File: src/rtl/ext_bus_ctrl.sv
// External 16-bit multiplexed address/data bus controller.
// Runs one request at a time: address latch phases, then a timed read wait or a write strobe.
module ext_bus_ctrl #(
   parameter int WAIT_CYCLES = 2,
   parameter int WE_CYCLES   = 1
) (
   input  logic        clk,
   input  logic        reset,
   input  logic        req_valid,
   output logic        req_ready,
   input  logic        req_write,
   input  logic [31:0] req_addr,
   input  logic [15:0] req_wdata,
   input  logic [1:0]  req_be,
   output logic        resp_valid,
   output logic [15:0] resp_rdata,
   output logic        resp_err,
   output logic [15:0] bus_dout,
   input  logic [15:0] bus_din,
   output logic        bus_oe,
   output logic [1:0]  bus_le,
   output logic        bus_bhe_n,
   output logic        bus_we_n
);

   typedef enum logic [2:0] {
      IDLE, LAT_LO, LAT_HI, RD_WAIT, WR_SETUP, WR_STROBE, WR_HOLD, DONE
   } state_t;

   localparam logic [3:0] WAIT_LOAD = 4'(WAIT_CYCLES - 1);
   localparam logic [3:0] WE_LOAD   = 4'(WE_CYCLES - 1);

   state_t      state;
   logic [3:0]  cnt;
   logic        write_q;
   logic [15:0] addr_lo;
   logic [13:0] addr_hi;
   logic [15:0] wdata_q;
   logic [1:0]  be_q;

   // Address bit 31 is replaced by the low-byte enable and bit 29 is forced to 0 on the bus.
   logic unused_addr_bits;
   assign unused_addr_bits = ^{req_addr[31], req_addr[29]};

   // Every output is a flop loaded together with the state it belongs to.
   always_ff @(posedge clk) begin
      if (reset) begin
         state      <= IDLE;
         cnt        <= 4'd0;
         write_q    <= 1'b0;
         addr_lo    <= 16'd0;
         addr_hi    <= 14'd0;
         wdata_q    <= 16'd0;
         be_q       <= 2'b00;
         req_ready  <= 1'b1;
         resp_valid <= 1'b0;
         resp_rdata <= 16'd0;
         resp_err   <= 1'b0;
         bus_dout   <= 16'd0;
         bus_oe     <= 1'b0;
         bus_le     <= 2'b00;
         bus_bhe_n  <= 1'b1;
         bus_we_n   <= 1'b1;
      end else begin
         resp_valid <= 1'b0;
         bus_le     <= 2'b00;
         bus_we_n   <= 1'b1;
         case (state)
            IDLE: begin
               if (req_valid && req_ready) begin
                  write_q   <= req_write;
                  addr_lo   <= req_addr[15:0];
                  addr_hi   <= {req_addr[30], req_addr[28:16]};
                  wdata_q   <= req_wdata;
                  be_q      <= req_be;
                  req_ready <= 1'b0;
                  cnt       <= 4'd0;
                  if (req_be == 2'b00) begin
                     state      <= DONE;
                     resp_valid <= 1'b1;
                     resp_err   <= 1'b1;
                     bus_oe     <= 1'b0;
                  end else begin
                     state    <= LAT_LO;
                     resp_err <= 1'b0;
                     bus_dout <= req_addr[15:0];
                     bus_le   <= 2'b01;
                     bus_oe   <= 1'b1;
                  end
               end
            end
            LAT_LO: begin
               state     <= LAT_HI;
               cnt       <= 4'd0;
               bus_dout  <= {~be_q[0], addr_hi[13], 1'b0, addr_hi[12:0]};
               bus_le    <= 2'b10;
               bus_oe    <= 1'b1;
               bus_bhe_n <= ~be_q[1];
            end
            LAT_HI: begin
               if (write_q) begin
                  state    <= WR_SETUP;
                  cnt      <= 4'd0;
                  bus_dout <= wdata_q;
                  bus_oe   <= 1'b1;
               end else begin
                  state  <= RD_WAIT;
                  cnt    <= WAIT_LOAD;
                  bus_oe <= 1'b0;
               end
            end
            RD_WAIT: begin
               if (cnt == 4'd0) begin
                  state      <= DONE;
                  resp_rdata <= bus_din;
                  resp_valid <= 1'b1;
                  bus_bhe_n  <= 1'b1;
                  bus_oe     <= 1'b0;
               end else begin
                  cnt <= cnt - 4'd1;
               end
            end
            WR_SETUP: begin
               state    <= WR_STROBE;
               cnt      <= WE_LOAD;
               bus_we_n <= 1'b0;
            end
            WR_STROBE: begin
               if (cnt == 4'd0) begin
                  state <= WR_HOLD;
               end else begin
                  cnt      <= cnt - 4'd1;
                  bus_we_n <= 1'b0;
               end
            end
            WR_HOLD: begin
               state      <= DONE;
               cnt        <= 4'd0;
               resp_valid <= 1'b1;
               bus_oe     <= 1'b0;
               bus_bhe_n  <= 1'b1;
            end
            DONE: begin
               state     <= IDLE;
               cnt       <= 4'd0;
               req_ready <= 1'b1;
            end
            default: begin
               state     <= IDLE;
               req_ready <= 1'b1;
            end
         endcase
      end
   end

endmodule
File: config.mk
export PLATFORM = sky130hd
export DESIGN_NAME = ext_bus_ctrl
export DESIGN_NICKNAME = d
export VERILOG_FILES = /design/src/rtl/ext_bus_ctrl.sv
export SDC_FILE = /design/constraint.sdc
export NUM_CORES = 1
export LEC_CHECK = 0
export ABC_AREA = 0
export BUFFER_PORTS_ARGS = -buffer_cell sky130_fd_sc_hd__buf_2
export CORE_MARGIN = 5
export CORE_UTILIZATION = 35
export CTS_CLUSTER_DIAMETER = 40
export DETAILED_ROUTE_END_ITERATION = 10
export HOLD_SLACK_MARGIN = 0.1
export PLACE_DENSITY = 0.72
export SYNTH_ARGS = -nofsm -noshare
export SYNTH_HDL_FRONTEND = slang
export SYNTH_SLANG_ARGS = --single-unit
export TNS_END_PERCENT = 10
File: constraint.sdc
create_clock -name clk -period 1.6 [get_ports clk]
set_input_delay 0.32 -clock clk [delete_from_list [all_inputs] [get_ports clk]]
set_output_delay 0.32 -clock clk [all_outputs]
set_load 0.01 [all_outputs]
After elaboration in Yosys (flattened, before gate mapping) --
Index checks and enable logic that the tools add are counted.
Storage, ports and cells: register bits 80, input bits 70, output and inout bits 40, word-level logic and storage cells 80
Cells by class: add/sub/neg operators 1, equal/unequal tests 13, multiplexer cells 31, bitwise gates (word level) 2, reductions and logical operators 18
Operators by type and width (number):
- 2-to-1 mux 16 bit | 3
- case mux 16 bit (3 select lines) | 1
- case mux 3 bit (8 select lines) | 1
- case mux 4 bit (4 select lines) | 1
- 2-to-1 mux 3 bit | 5
- == test 3 bit (second input constant) | 4
- 2-to-1 mux 1 bit | 12
- != test 2 bit (second input constant) | 6
- AND reduction 2 bit | 5
- 2-to-1 mux 4 bit | 2
- == test 3 x 2 -> 1 bit (second input constant) | 2
- case mux 1 bit (3 select lines) | 2
- AND reduction 3 bit | 2
- nonzero test 3 bit | 2
- case mux 1 bit (5 select lines) | 1
- nonzero test 5 bit | 1
- zero test 4 bit | 1
- case mux 1 bit (2 select lines) | 2
- case mux 2 bit (2 select lines) | 1
- AND reduction 4 bit | 1
- OR reduction 4 bit | 1
- subtractor 4 x 1 -> 4 bit (second input constant) | 1
- == test 3 x 1 -> 1 bit (second input constant) | 1
- zero test 3 bit | 1
- 5 further kinds | 6

Longest topological paths before layout --
word-level depth 4, depth in mapped cells 7, gate-level depth less buffers 6

Worst setup path before layout --
OpenSTA, ideal clock, no wires.
path type register -> register, from register cnt[0], to register state[1], library setup time 0.100 ns, data arrival time 1.592 ns, data required time 1.500 ns, path slack -0.092 ns, stages on the path, launching flop included 7, buffers on the path 1, period minus slack after synthesis 1.692 ns, cell sequence dfxtp_1 inv_1 ha_1 or3b_4 buf_2 and3_4 a2111oi_4
On the way: cells in the longest elaborated chain, start to end 3, elaborated cells on any way between the ends 4, classes of those cells eq/ne: 2; reduce/logical: 2
RTL lines:
- start, declared | line 34 | logic [3:0] cnt;
- start signal, assigned | line 120 | cnt <= cnt - 4'd1;
- start signal, assigned | line 132 | cnt <= cnt - 4'd1;
- zero test 4 bit * | line 113, 129
- != test 2 bit (no source line)
- AND reduction 3 bit (no source line) *
- end signal, assigned | line 114 | state <= DONE;
- end signal, assigned | line 130 | state <= WR_HOLD;
- end signal, assigned | line 137 | state <= DONE;
- end, declared | line 33 | state_t state;
Every way passes the cells marked *; elsewhere a longest branch is shown, timed or not. A chain may end at the register's enable or synchronous reset.

Worst setup path after layout --
from register state[0], to register bus_dout[4]
On the way: cells in the longest elaborated chain, start to end 3, elaborated cells on any way between the ends 9, classes of those cells eq/ne: 5; mux: 1; reduce/logical: 3
RTL lines:
- start signal, assigned | line 48 | state <= IDLE;
- start signal, assigned | line 79 | state <= DONE;
- start signal, assigned | line 84 | state <= LAT_LO;
- == test 3 x 2 -> 1 bit (tied with other cells) | line 68 | case (state)
- != test 2 bit (no source line) or nonzero test 3 bit (tied branches)
- AND reduction 4 bit (no source line)
- end signal, assigned | line 86 | bus_dout <= req_addr[15:0];
- end signal, assigned | line 95 | bus_dout <= {~be_q[0], addr_hi[13], 1'b0, addr_hi[12:0]};
- end signal, assigned | line 104 | bus_dout <= wdata_q;
- end, declared | line 18 | output logic [15:0] bus_dout,
Several ways; a longest one is shown, not always the timed one.

==> results.rst <==
.. list-table::
   :header-rows: 1

   * - Metric
     - Value
   * - Number of buffers between clock root and the deepest sink
     - 2
   * - Distinct cell type count of the synthesized netlist
     - 57
   * - Total core area
     - 10230 um2
   * - Vias in the first global route
     - 3299
   * - Launching point of the worst reg2reg path
     - state[0]$_SDFFE_PP0P_
   * - Post-route antenna net violation count
     - 0
   * - Hold_ws
     - 195.0 ps
   * - Number of flops mapped to enable cells by yosys
     - 0
   * - Die X-Extent
     - 111.8 um
   * - Syn nets
     - 481
   * - Via/cell ratio
     - 5.064
   * - Post-detailed-route wirelength per cell
     - 14.78 um
   * - Clock-pin transition on the worst setup and hold timing paths
     - about 80 ps
   * - Area Overhead vs Synth
     - 30.84%
   * - Largest cells by area after synthesis
     - sky130_fd_sc_hd__dfxtp_1, sky130_fd_sc_hd__nand2_1, sky130_fd_sc_hd__a21oi_1
   * - RSZ-0062 raised after global routing
     - yes
   * - Die extent in y
     - ~110 um
   * - DRC violation count after routing
     - 0
   * - Post-synth top area cell
     - sky130_fd_sc_hd__dfxtp_1
   * - Detail Placement HPWL
     - between 7000 and 8000 um
   * - Post-synth top flop
     - sky130_fd_sc_hd__dfxtp_1
   * - Number of port buffers
     - 107
   * - Worst hold path class
     - primary input to flip-flop
   * - Top Ports
     - 110
   * - Initial standard-cell utilization of the core
     - 35.45%
   * - Worst setup path class
     - flip-flop to flip-flop
   * - Count of hold-fix buffers inserted at cts
     - 0
   * - Max-cap check violation count
     - 0
   * - CTS root buffer
     - sky130_fd_sc_hd__clkbuf_8
   * - Fill cell instance count of the final layout
     - 992
   * - Share of the synthesized area in the top cell type
     - between 40% and 50%
   * - Max-slew headroom
     - 72.59%
   * - Detailed-router iteration count before antenna repair
     - 4
   * - TritonCTS clock tree
     - built
   * - Final layout net count
     - 601
   * - Pwr per Cell Area
     - 1850 nW/um2
   * - Synthesized area per cell
     - 8.847 um2
   * - Sequential cell area
     - 1610 um2
   * - Wire length of the first global-routing pass
     - 15970 um
   * - Final wirelength
     - around 9900 um
   * - Final weighted congestion of routability-driven global placement
     - about 0.87
   * - Slew at the pin with the worst max-slew slack
     - 409.6 ps
   * - Overall routing resource usage
     - between 10% and 20%
   * - Arrival time of data at the critical path endpoint
     - 1870 ps
   * - Status
     - completed
   * - Leakage power figure
     - about 1.9 nW
   * - Gate count after technology mapping
     - 410
   * - Initial antenna violation count
     - 0
   * - Warnings from Yosys
     - 0
   * - Pin count of the biggest net entering global routing
     - 38
   * - Number of clock buffers inserted by TritonCTS
     - 9
   * - Total number of placement rows
     - 37
   * - Post-route fraction of the period consumed by the critical path
     - between 90 and 100%
   * - Req. time, crit path
     - 1890 ps
   * - Launch point of the critical path
     - state[0]$_SDFFE_PP0P_
   * - Total chip power
     - 0.008779 W
   * - # clock sinks
     - 80
   * - R2R Setup Slk
     - 20 ps
   * - Die area
     - about 12000 um2
   * - Total via count in the routed design
     - 3398
   * - Clock insertion delay at the later pin of the skew report
     - 350 ps
   * - Element type at the critical path start
     - flip-flop
   * - Highest net fanout along the worst path
     - 7
   * - VDD IR max
     - 0.0006895 V
   * - Maximum level of the CTS H-tree
     - 3
   * - Worst Skew
     - 5.958 ps
   * - Total area of multi-input combinational cells
     - 1819 um2
   * - Capture point of the critical path
     - bus_dout[4]$_SDFFE_PP0P_
   * - Setup-failing EPs final
     - 0
   * - Final Critical Period
     - about 1600 ps
   * - Reg-to-reg endpoint
     - bus_dout[4]$_SDFFE_PP0P_
   * - Post-synthesis register bit count
     - 80
   * - Max Clk Rate
     - between 600 and 700 MHz
   * - Final slew viol count
     - 0
   * - Share of synthesized flip-flops with an asynchronous set or reset
     - 0%
   * - Post-synthesis instance area
     - 3627 um2
   * - N_diodes
     - 0
   * - Sequential area share after synthesis
     - 44.15%
   * - Crit end category
     - flip-flop
   * - Final Hold Viols
     - 0
   * - Reg2Reg Depth
     - 7
   * - Number of DRC markers after the initial detailed-route iteration
     - 248
   * - Overflow left after global routing
     - 0
   * - Fraction of layout cells with a size suffix above 1
     - 38.88%
-- power breakdown --
part	leakage [nW]	switching, W	internal (W)	total, W
Combinational	1.14	0.00231	0.00200	0.00431
Clock	0.116	0.000732	0.00103	0.00176
Sequential	0.654	0.000278	0.00243	0.00270
-- metrics by stage --
step                      utilization (%)  setup TNS [ps]  cell area [um2]  instances  setup WS [ps]
after floorplan                         -               0             3647        410          52.41
final                               46.39               0             4746        671          18.17
after detailed placement            43.23          -19.47             4423        653         -19.47
after CTS                           45.60               0             4666        669          1.718
after global routing                46.39          -114.6             4746        671         -28.41
after global placement              43.23               0             4423        653          38.56
-- Yosys cell counts, drive strengths merged, types with 2 or more instances --
| cell | count |
|---|---|
| nand2 | 106 |
| dfxtp | 80 |
| a21oi | 70 |
| buf | 23 |
| o21ai | 19 |
| o221ai | 15 |
| o22a | 14 |
| nor2 | 13 |
| clkbuf | 11 |
| inv | 6 |
| a211oi | 4 |
| nand2b | 4 |
| nor3 | 4 |
| nand3b | 3 |
| a221o | 2 |
| a2bb2oi | 2 |
| a31oi | 2 |
| and3 | 2 |
| nand3 | 2 |
| nor2b | 2 |
| nor4 | 2 |
| o211ai | 2 |
| o21bai | 2 |
| xnor2 | 2 |
-- cells by family after synthesis --
logic type      after synthesis  synth area share, %
compound gates              139                27.84
xor+xnor                      3               0.7245
fa+ha+maj                     1               0.3449
buf+inv                      40                6.933
flops                        80                44.15
mux                           1               0.2760
simple gates                146                19.73
-- layout by cell type (no fill, tap or decap), drive strengths merged, types with 2 or more instances in the layout --
| cell type | instances |
|---|---|
| buf | 142 |
| clkinv | 2 |
| xnor2 | 2 |
| nand2 | 106 |
| o21ai | 19 |
| o221ai | 15 |
| nor3 | 4 |
| nand2b | 4 |
| and3 | 2 |
| o21bai | 2 |
| o211ai | 2 |
| a31oi | 2 |
| nor2b | 2 |
| clkbuf | 11 |
| a221o | 2 |
| o22a | 14 |
| nor4 | 2 |
| bufinv | 3 |
| a2bb2oi | 2 |
| a211oi | 4 |
| dfxtp | 80 |
| inv | 6 |
| nor2 | 13 |
| a21oi | 70 |
| nand3b | 3 |
| nand3 | 2 |
-- cell type report --
type | instances | area share, %
inverter | 6 | 0.4746
tap | 136 | 3.586
sequential | 80 | 33.93
clock inverter | 6 | 2.267
multi-input combinational | 290 | 38.33
timing repair buffer | 143 | 18.72
clock buffer | 10 | 2.689
-- state kept, by name (all words and copies together) (netlist names) --
register	count
wdata_q	16
bus_oe	1
bus_bhe_n	1
bus_le	2
bus_we_n	1
req_ready	1
cnt	4
write_q	1
bus_dout	16
addr_hi	14
resp_valid	1
resp_err	1
resp_rdata	16
state	3
be_q	2
-- worst min-delay path by stage --
stage,slack [ps],end,start,depth (start not counted)
final,190,wdata_q[8]$_SDFFE_PP0P_,req_wdata[8],3
after global routing,180,addr_hi[11]$_SDFFE_PP0P_,req_addr[27],3
after CTS,180,addr_hi[12]$_SDFFE_PP0P_,req_addr[28],3
after detailed placement,440,bus_dout[1]$_SDFFE_PP0P_,bus_dout[1]$_SDFFE_PP0P_,2
after global placement,440,bus_dout[14]$_SDFFE_PP0P_,bus_dout[14]$_SDFFE_PP0P_,2
after floorplan,440,be_q[1]$_SDFFE_PP0P_,be_q[1]$_SDFFE_PP0P_,2
-- worst max-delay path, cell delays in order, from the launching register on --
cell and delay (ps):
sky130_fd_sc_hd__dfxtp_4 370, sky130_fd_sc_hd__buf_4 170, sky130_fd_sc_hd__nand2b_4 160, sky130_fd_sc_hd__a221oi_4 260
sky130_fd_sc_hd__buf_6 170, sky130_fd_sc_hd__clkbuf_16 150, sky130_fd_sc_hd__o221ai_2 90, sky130_fd_sc_hd__a21oi_2 150
-- routing by layer --
metal | part of all wire, % | GRT usage (%) | vias up
li1 | - | - | 1680
met1 | 45 | 20.55 | 1620
met2 | 48 | 25.10 | 88
met3 | 5.1 | 3.913 | 10
met4 | 1.4 | 5.596 | 0
met5 | 0 | 0 | -
-- timing repair --
action	in CTS	in global routing
pin swaps	0	6
buffers inserted	0	1
endpoints found under the setup margin	3	72
hold endpoints to repair	0	0
resized for setup	3	19
cloned	0	1
Power figures use the tool's default switching activity.
